### config.mk
export PLATFORM = sky130hd
export DESIGN_NAME = decereal
export DESIGN_NICKNAME = d
export VERILOG_FILES = /design/src/rtl/decereal.sv
export SDC_FILE = /design/constraint.sdc
export NUM_CORES = 1
export LEC_CHECK = 0
export BUFFER_PORTS_ARGS = -buffer_cell sky130_fd_sc_hd__buf_2
export CAP_MARGIN = 20
export CORE_ASPECT_RATIO = 0.7
export CORE_MARGIN = 5
export CORE_UTILIZATION = 46
export CTS_CLUSTER_SIZE = 25
export DETAILED_ROUTE_END_ITERATION = 7
export PLACE_DENSITY_LB_ADDON = 0.2
export SLEW_MARGIN = 20
export SYNTH_ARGS = -nofsm -noshare
export SYNTH_HDL_FRONTEND = slang
export SYNTH_SLANG_ARGS = --single-unit
### constraint.sdc
create_clock -name clk -period 2.1 [get_ports clk]
set_input_delay 0.315 -clock clk [delete_from_list [all_inputs] [get_ports clk]]
set_output_delay 0.315 -clock clk [all_outputs]
set_load 0.05 [all_outputs]
### src/rtl/decereal.sv
// decereal: 8N1 serial receiver, companion to the cereal transmitter.
// Oversamples rx on each tick, samples mid-bit and presents each good byte
// on data with a one-cycle valid strobe. A low stop bit raises frame_err
// and the receiver parks until the line goes high again.
// Optional macro DECEREAL_SYNC_EN: adds a two-flop synchronizer on rx.
module decereal #(
    parameter int OVERSAMPLE = 16
) (
    input  logic       clk,
    input  logic       rst,
    input  logic       tick,
    input  logic       rx,
    output logic [7:0] data,
    output logic       valid,
    output logic       frame_err,
    output logic       busy
);

    localparam int CW = $clog2(OVERSAMPLE);
    localparam logic [CW-1:0] HALF_LAST = CW'(OVERSAMPLE / 2 - 1);
    localparam logic [CW-1:0] FULL_LAST = CW'(OVERSAMPLE - 1);

    typedef enum logic [2:0] {
        S_IDLE,
        S_START,
        S_DATA,
        S_STOP,
        S_BREAK
    } state_t;

    state_t          state;
    logic [CW-1:0]   tcnt;
    logic [2:0]      bcnt;
    logic [7:0]      shreg;
    logic            rxs;

`ifdef DECEREAL_SYNC_EN
    logic [1:0] sync_reg;

    // Two-flop synchronizer; resets to the idle-high line level
    always_ff @(posedge clk or posedge rst) begin
        if (rst) begin
            sync_reg <= 2'b11;
        end else begin
            sync_reg <= {sync_reg[0], rx};
        end
    end

    assign rxs = sync_reg[1];
`else
    assign rxs = rx;
`endif

    // Receive FSM: advances only on tick edges; strobes clear every clk
    always_ff @(posedge clk or posedge rst) begin
        if (rst) begin
            state     <= S_IDLE;
            tcnt      <= '0;
            bcnt      <= '0;
            shreg     <= '0;
            data      <= '0;
            valid     <= 1'b0;
            frame_err <= 1'b0;
            busy      <= 1'b0;
        end else begin
            valid     <= 1'b0;
            frame_err <= 1'b0;
            if (tick) begin
                case (state)
                    S_IDLE: begin
                        if (!rxs) begin
                            state <= S_START;
                            tcnt  <= '0;
                            busy  <= 1'b1;
                        end
                    end
                    S_START: begin
                        if (tcnt == HALF_LAST) begin
                            if (rxs) begin
                                state <= S_IDLE;
                                busy  <= 1'b0;
                            end else begin
                                state <= S_DATA;
                                tcnt  <= '0;
                                bcnt  <= '0;
                            end
                        end else begin
                            tcnt <= tcnt + 1'b1;
                        end
                    end
                    S_DATA: begin
                        if (tcnt == FULL_LAST) begin
                            tcnt  <= '0;
                            shreg <= {rxs, shreg[7:1]};
                            if (bcnt == 3'd7) begin
                                state <= S_STOP;
                            end else begin
                                bcnt <= bcnt + 3'd1;
                            end
                        end else begin
                            tcnt <= tcnt + 1'b1;
                        end
                    end
                    S_STOP: begin
                        if (tcnt == FULL_LAST) begin
                            tcnt <= '0;
                            if (rxs) begin
                                data  <= shreg;
                                valid <= 1'b1;
                                state <= S_IDLE;
                                busy  <= 1'b0;
                            end else begin
                                frame_err <= 1'b1;
                                state     <= S_BREAK;
                            end
                        end else begin
                            tcnt <= tcnt + 1'b1;
                        end
                    end
                    S_BREAK: begin
                        if (rxs) begin
                            state <= S_IDLE;
                            busy  <= 1'b0;
                        end
                    end
                    default: begin
                        state <= S_IDLE;
                        busy  <= 1'b0;
                    end
                endcase
            end
        end
    end

endmodule

==> run_results.csv, run 1 <==
group,metric,value,unit
outcome,outcome,"finished clean",
worst_setup_path,path_max_fanout,8,
place,place_hpwl,1.78,mm
worst_setup_path,startpoint_type,"flop",
global_routing,grt_use_met3,5.42,%
place,gp_congestion,0.864,
global_routing,grt_use_total,12.8,%
worst_setup_path,reg2reg_to,"shreg[1]$_DFFE_PP0P_",
detailed_routing,via_per_inst,5.57,
detailed_routing,via_count,924,
timing,drv_slew,0,
floorplanning,fp.dieW,75.9,µm
finish,n_antenna_cell,0,
synth,ys_ff_latch,29,
timing,fmax,0.538,GHz
global_routing,antenna_found_initial,0,
global_routing,use_met1,19.7,%
global_routing,grt_max_degree,30,
global_routing,grt-ovfl-total,0,
finish,area_growth,13.6,%
synth,ys_seq_area_share,52.0,%
detailed_routing,drt-initial-drc-count,59,
clocking,clk_pin_slew_worst_paths,0.06,ns
worst_setup_path,crit_buf_inv,0,
place,io_buffers,14,
min_path,hp-class,"input port to asynchronous set/reset pin",
clocking,numCtsBuffers,5,
floorplanning,ios,15,
detailed_routing,wl_per_cell,14.7,µm
power,irDropWorstVdd,0.589,mV
clocking,post_cts_resized,0,
synth,synthDistinctLibCells,38,
synth,synthesis.area,0.00140,mm²
synth,synth_cells,113,
worst_setup_path,endpoint_kind,"flop",
clocking,clk_path_buf_depth,2,
synth,synth_edf_count,0,
job,max_cap_viol_count,0,
synth,synth_fp_nets,120,
synth,yosysTopAreaCellShare,52.0,%
synth,yosys.area.top_type,"dfrtp_1",
timing,min_period,1.86,ns
detailed_routing,antenna_left,0,
timing,slew-limit-headroom,71.8,%
timing,hold_viol_final,0,
clocking,clock_sinks,29,
synth,avgSynthCellArea,12.4,µm²
floorplanning,start_util,48.8,%
global_routing,grt_busiest_layer,"met1",
worst_setup_path,crit_end,"shreg[1]$_DFFE_PP0P_",
clocking,clk-insertion-delay-late,0.27,ns
finish,fillers,246,
timing,rsz0062_at_grt,"false",
worst_setup_path,path_cells,"ha_1 -> nand3_1 -> nor3_1 -> nand2_1 -> mux2_2",
clocking,root_buffer,"clkbuf_8",
global_routing,grt_pass1_vias,835,
floorplanning,core,0.00286,mm²
synth,synth_area_leaders,"dfrtp_1, mux2_4, mux2_2, ha_1, a22o_1",
floorplanning,num_rows,16,
worst_setup_path,r2r-start,"tcnt[0]$_DFFE_PP0P_",
timing,fin_crit_sh,88.5,%
clocking,cts_tree,"yes",
timing,setup_viol,0,
detailed_routing,route.detailed.drc,0,
floorplanning,fp.dieH,56.1,µm
finish,drive_gt1_share,36.9,%
power,power-per-cell-area,1120,mW/mm²
clocking,postCtsSetupBuffers,0,
clocking,cts.htree.levels,2,
timing,clock_skew,0.00239,ns
worst_setup_path,worstSetupPathType,"flop to flop",
worst_setup_path,slowest_stage,"dfrtp_1",
global_routing,use_met2,14.5,%
worst_setup_path,cp.arrival,2.02,ns
finish,post-route-util,55.4,%
detailed_routing,first_pass_iters,4,
clocking,cts.hold.buffers_added,0,
worst_setup_path,cp_num_cells,5,
worst_setup_path,path_delay_family,"simple AND/OR/NAND/NOR gates",
synth,yosysWarnings,0,
timing,worstMarginPinSlew,0.424,ns
global_routing,grt_pass1_wl,4.04,mm
timing,setup_tns,0,ns
floorplanning,die-area,0.00425,mm²
worst_setup_path,worstPathRequired,2.26,ns
worst_setup_path,crit_start,"tcnt[0]$_DFFE_PP0P_",
worst_setup_path,max_stage_delay,0.37,ns
power,p_leak,0.804,nW
finish,nets,136,
worst_setup_path,r2r_slack,0.24,ns
synth,ys.flop_type,"dfrtp_1",
synth,async_flop_share,100,%
worst_setup_path,reg2reg_depth,5,
detailed_routing,routed_wl,2.45,mm
## synthesized netlist by cell type, types with 2 or more instances
cell	number
o21ai_0	2
inv_1	4
clkbuf_1	2
mux2_4	8
ha_1	3
a22o_1	3
a21oi_1	5
nor2_1	4
a21o_1	2
nor3_1	3
nand2b_1	2
mux2i_1	2
buf_2	3
nand2_1	5
dfrtp_1	29
mux2_2	10
nand3_1	2
nor2b_1	2
o22ai_1	3
## per-layer routing
metal | share of wire [%] | vias up
met4 | 1.4 | 0
met2 | 39 | 37
met3 | 7.8 | 8
met5 | 0 | -
li1 | - | 439
met1 | 51 | 440
## sequential cells by signal, summed over array words and instances (netlist names)
| register | cells |
|---|---|
| shreg | 8 |
| frame_err | 1 |
| data | 8 |
| tcnt | 4 |
| busy | 1 |
| valid | 1 |
| bcnt | 3 |
| state | 3 |
## stage by stage
step | hold slack [ns] | instance area, µm² | power, mW | setup slack [ns] | instances
2_1_floorplan | 0.393 | 1400 | 1.19 | 0.448 | 113
3_3_place_gp | 0.395 | 1490 | 1.28 | 0.311 | 158
3_5_place_dp | 0.410 | 1490 | 1.29 | 0.280 | 158
4_1_cts | 0.110 | 1590 | 1.79 | 0.263 | 166
5_1_grt | 0.130 | 1590 | 1.89 | 0.124 | 166
6_report | 0.0916 | 1590 | 1.77 | 0.241 | 166
## cells in the final DEF, fill, tap and decap left out, drive strengths merged, types with 2 or more instances in the layout
| cell type | netlist | final |
|---|---|---|
| nor2 | 5 | 5 |
| clkbuf | 2 | 7 |
| nor3b | 2 | 2 |
| buf | 5 | 16 |
| nand2b | 2 | 2 |
| nand3 | 2 | 2 |
| nor2b | 2 | 2 |
| ha | 3 | 3 |
| a21oi | 5 | 5 |
| o21ai | 2 | 2 |
| mux2 | 18 | 18 |
| o22ai | 3 | 3 |
| and3 | 2 | 2 |
| nor3 | 3 | 3 |
| nand2 | 5 | 5 |
| a22o | 3 | 3 |
| a21o | 2 | 2 |
| dfrtp | 29 | 29 |
| inv | 4 | 4 |
| mux2i | 2 | 2 |
## report_power, final
part           internal, mW  total, mW  switching [mW]
Sequential            0.668      0.788           0.121
Clock                 0.295      0.495           0.199
Combinational         0.222      0.491           0.269
## worst min-delay path by stage
stage	from	depth (start not counted)	to	slack, ns
5_1_grt	rst	3	bcnt[2]$_DFFE_PP0P_	0.13
3_3_place_gp	rst	3	frame_err$_DFF_PP0_	0.40
4_1_cts	rst	3	data[0]$_DFFE_PP0P_	0.11
6_report	rst	3	bcnt[2]$_DFFE_PP0P_	0.09
2_1_floorplan	rst	1	bcnt[0]$_DFFE_PP0P_	0.39
3_5_place_dp	rst	3	data[0]$_DFFE_PP0P_	0.41
## cells by family after synthesis
| logic type | count (synthesis) | share of synthesized area [%] |
|---|---|---|
| AND/OR/NAND/NOR | 26 | 10.5 |
| buffers and inverters | 11 | 4.03 |
| flip-flops | 29 | 52.0 |
| adder cells (fa/ha/maj) | 3 | 2.69 |
| AO/OA/AOI/OAI | 23 | 11.6 |
| XOR/XNOR | 1 | 1.17 |
| multiplexers | 20 | 18.1 |
## worst min-delay path, delay by kind of cell
kind / cells / cell delay, ns
buffers and inverters: 3 / 0.46
## area by class of cell
cell class	count	area, µm²	share of cell area, %
clock buffers	7	96.3	6.07
clock inverters	1	5.00	0.315
well taps	36	45.0	2.84
multi-input cells	73	614	38.7
flip-flops and latches	29	726	45.7
repair buffers	16	85.1	5.36
inverters	4	15.0	0.946
No activity file was read; power rests on OpenSTA's default activity.
==> inputs of run 2 (changes only) <==
Settings changed: CORE_ASPECT_RATIO 0.7 to default, CORE_UTILIZATION 46 to 30.
==> run 2 against run 1 <==
Compared with the run above:
- die area rose by 44%
- non-clock buffer count did not move
- clock power rose by 39%
- total power rose by 11%
- highest routed layer unchanged
- flip-flop and latch count did not move
- clock-buffer cell count fell by 2
- critical endpoint is now bcnt[0]$_DFFE_PP0P_
- sequential share of layout area fell by 1.5 points
==> run_results.csv, run 2 (synthesized netlist as in run 1, its figures left out) <==
group,metric,value,unit
global_routing,antenna_found_initial,0,
timing,fmax,0.554,GHz
finish,final_common_cell,"dfrtp_1",
floorplanning,ios,15,
timing,clock_skew,0.00270,ns
finish,final_cell_mix,"dfrtp_1, buf_2, mux2_2",
place,gp_congestion,0.879,
detailed_routing,via_per_inst,5.17,
floorplanning,fp.dieH,78.2,µm
finish,n_antenna_cell,0,
min_path,hp-class,"input port to asynchronous set/reset pin",
place,place_hpwl,1.82,mm
global_routing,grt_pass1_vias,926,
power,p_leak,0.818,nW
clocking,cts.htree.levels,2,
global_routing,grt_pass1_wl,4.37,mm
clocking,clk_pin_slew_worst_paths,0.07,ns
worst_setup_path,path_cells,"ha_1 -> ha_1 -> nor3b_2 -> o21ai_0 -> a221o_1 -> mux2_2",
timing,fin_crit_sh,86.0,%
timing,rsz0062_at_grt,"false",
job,max_cap_viol_count,0,
clocking,root_buffer,"clkbuf_8",
finish,nets,136,
finish,post-route-util,36.9,%
clocking,clock_sinks,29,
detailed_routing,first_pass_iters,4,
worst_setup_path,endpoint_kind,"flop",
finish,area_growth,17.4,%
clocking,clk_path_buf_depth,2,
clocking,cts.hold.buffers_added,0,
power,power.internal,1.37,mW
timing,slew-limit-headroom,71.6,%
worst_setup_path,worstSetupPathType,"flop to flop",
worst_setup_path,startpoint_type,"flop",
floorplanning,die-area,0.00612,mm²
global_routing,grt-ovfl-total,0,
worst_setup_path,cp.arrival,1.97,ns
global_routing,grt_use_total,9.20,%
clocking,clk-insertion-delay-late,0.28,ns
power,p_comb_share,25.8,%
detailed_routing,route.detailed.drc,0,
floorplanning,fp.dieW,78.2,µm
worst_setup_path,r2r-start,"bcnt[0]$_DFFE_PP0P_",
finish,drive_gt1_share,36.9,%
worst_setup_path,r2r_slack,0.29,ns
timing,drv_slew,0,
timing,min_period,1.81,ns
place,io_buffers,14,
clocking,postCtsSetupBuffers,0,
finish,top_regs,"data (8), shreg (8), tcnt (4)",
power,p_clk_share,34.9,%
power,power-per-cell-area,1200,mW/mm²
timing,setup_viol,0,
detailed_routing,wl_per_cell,14.0,µm
clocking,cts_tree,"yes",
floorplanning,num_rows,24,
power,switching_power,604,µW
worst_setup_path,crit_start,"bcnt[0]$_DFFE_PP0P_",
timing,worstMarginPinSlew,0.425,ns
clocking,numCtsBuffers,5,
worst_setup_path,slowest_stage,"dfrtp_1",
power,power_frac_seq,39.3,%
global_routing,grt_max_degree,30,
clocking,post_cts_resized,0,
worst_setup_path,worstPathRequired,2.27,ns
timing,hold_viol_final,0,
floorplanning,core,0.00444,mm²
detailed_routing,via_count,941,
power,switching_share,30.6,%
worst_setup_path,path_max_fanout,3,
timing,setup_tns,0,ns
floorplanning,start_util,31.4,%
worst_setup_path,cp_common_cell,"ha_1",
outcome,outcome,"finished clean",
detailed_routing,antenna_left,0,
detailed_routing,drt-initial-drc-count,47,
power,irDropWorstVdd,0.527,mV
detailed_routing,routed_wl,2.54,mm
worst_setup_path,max_stage_delay,0.39,ns
[run 2: cell count changes in the layout (fill, tap and decap cells not counted)]
| cell | change |
|---|---|
| clkbuf_8 | -2 |
| bufinv_16 | +2 |
[run 2: critical path, delay by kind of cell (launching register included)]
kind | cells | cell delay, ns
adder cells (fa/ha/maj) | 2 | 0.42
AND/OR/NAND/NOR | 1 | 0.15
AO/OA/AOI/OAI | 2 | 0.46
multiplexers | 1 | 0.28
flip-flops | 1 | 0.39
[run 2: layout make-up]
type,instances,area (µm²)
fill,438,2810
sequential,29,726
multi-input combinational,73,614
timing repair buffer,16,85.1
clock buffer,5,68.8
clock inverter,3,65.1
tap,52,65.1
inverter,4,15.0
[run 2: metrics by stage]
step	setup slack (ns)	hold WS, ns	cells	power (mW)	cell area [µm²]
floorplan	0.448	0.393	113	1.19	1400
global placement	0.322	0.398	174	1.29	1510
detailed placement	0.297	0.406	174	1.30	1510
CTS	0.282	0.102	182	1.99	1640
global route	0.153	0.135	182	2.09	1640
finish	0.295	0.0934	182	1.97	1640
[run 2: power by group through the flow]
stage	clock network (mW)	registers, mW	logic [mW]
6_report	0.689	0.775	0.510
4_1_cts	0.703	0.775	0.515
3_3_place_gp	0	0.781	0.509
5_1_grt	0.727	0.794	0.567
3_5_place_dp	0	0.783	0.516
2_1_floorplan	0	0.819	0.376
[run 2: per-layer routing]
metal / part of all wire [%] / track usage (%) / routed length, µm
met1: 46 / 11.8 / 1160
met4: 1.4 / 3.67 / 36
met3: 6.9 / 3.43 / 176
met2: 46 / 14.0 / 1170
met5: 0 / 0 / 0
[run 2: worst paths after layout]
| kind | end | cells after the start |
|---|---|---|
| max | bcnt[0]$_DFFE_PP0P_ | 6 |
| min | data[3]$_DFFE_PP0P_ | 3 |
| max reg2reg | bcnt[0]$_DFFE_PP0P_ | 6 |
| min reg2reg | data[0]$_DFFE_PP0P_ | 1 |
| max in group asynchronous | state[0]$_DFFE_PP0P_ | 3 |
| min in group clk | state[1]$_DFFE_PP0P_ | 2 |
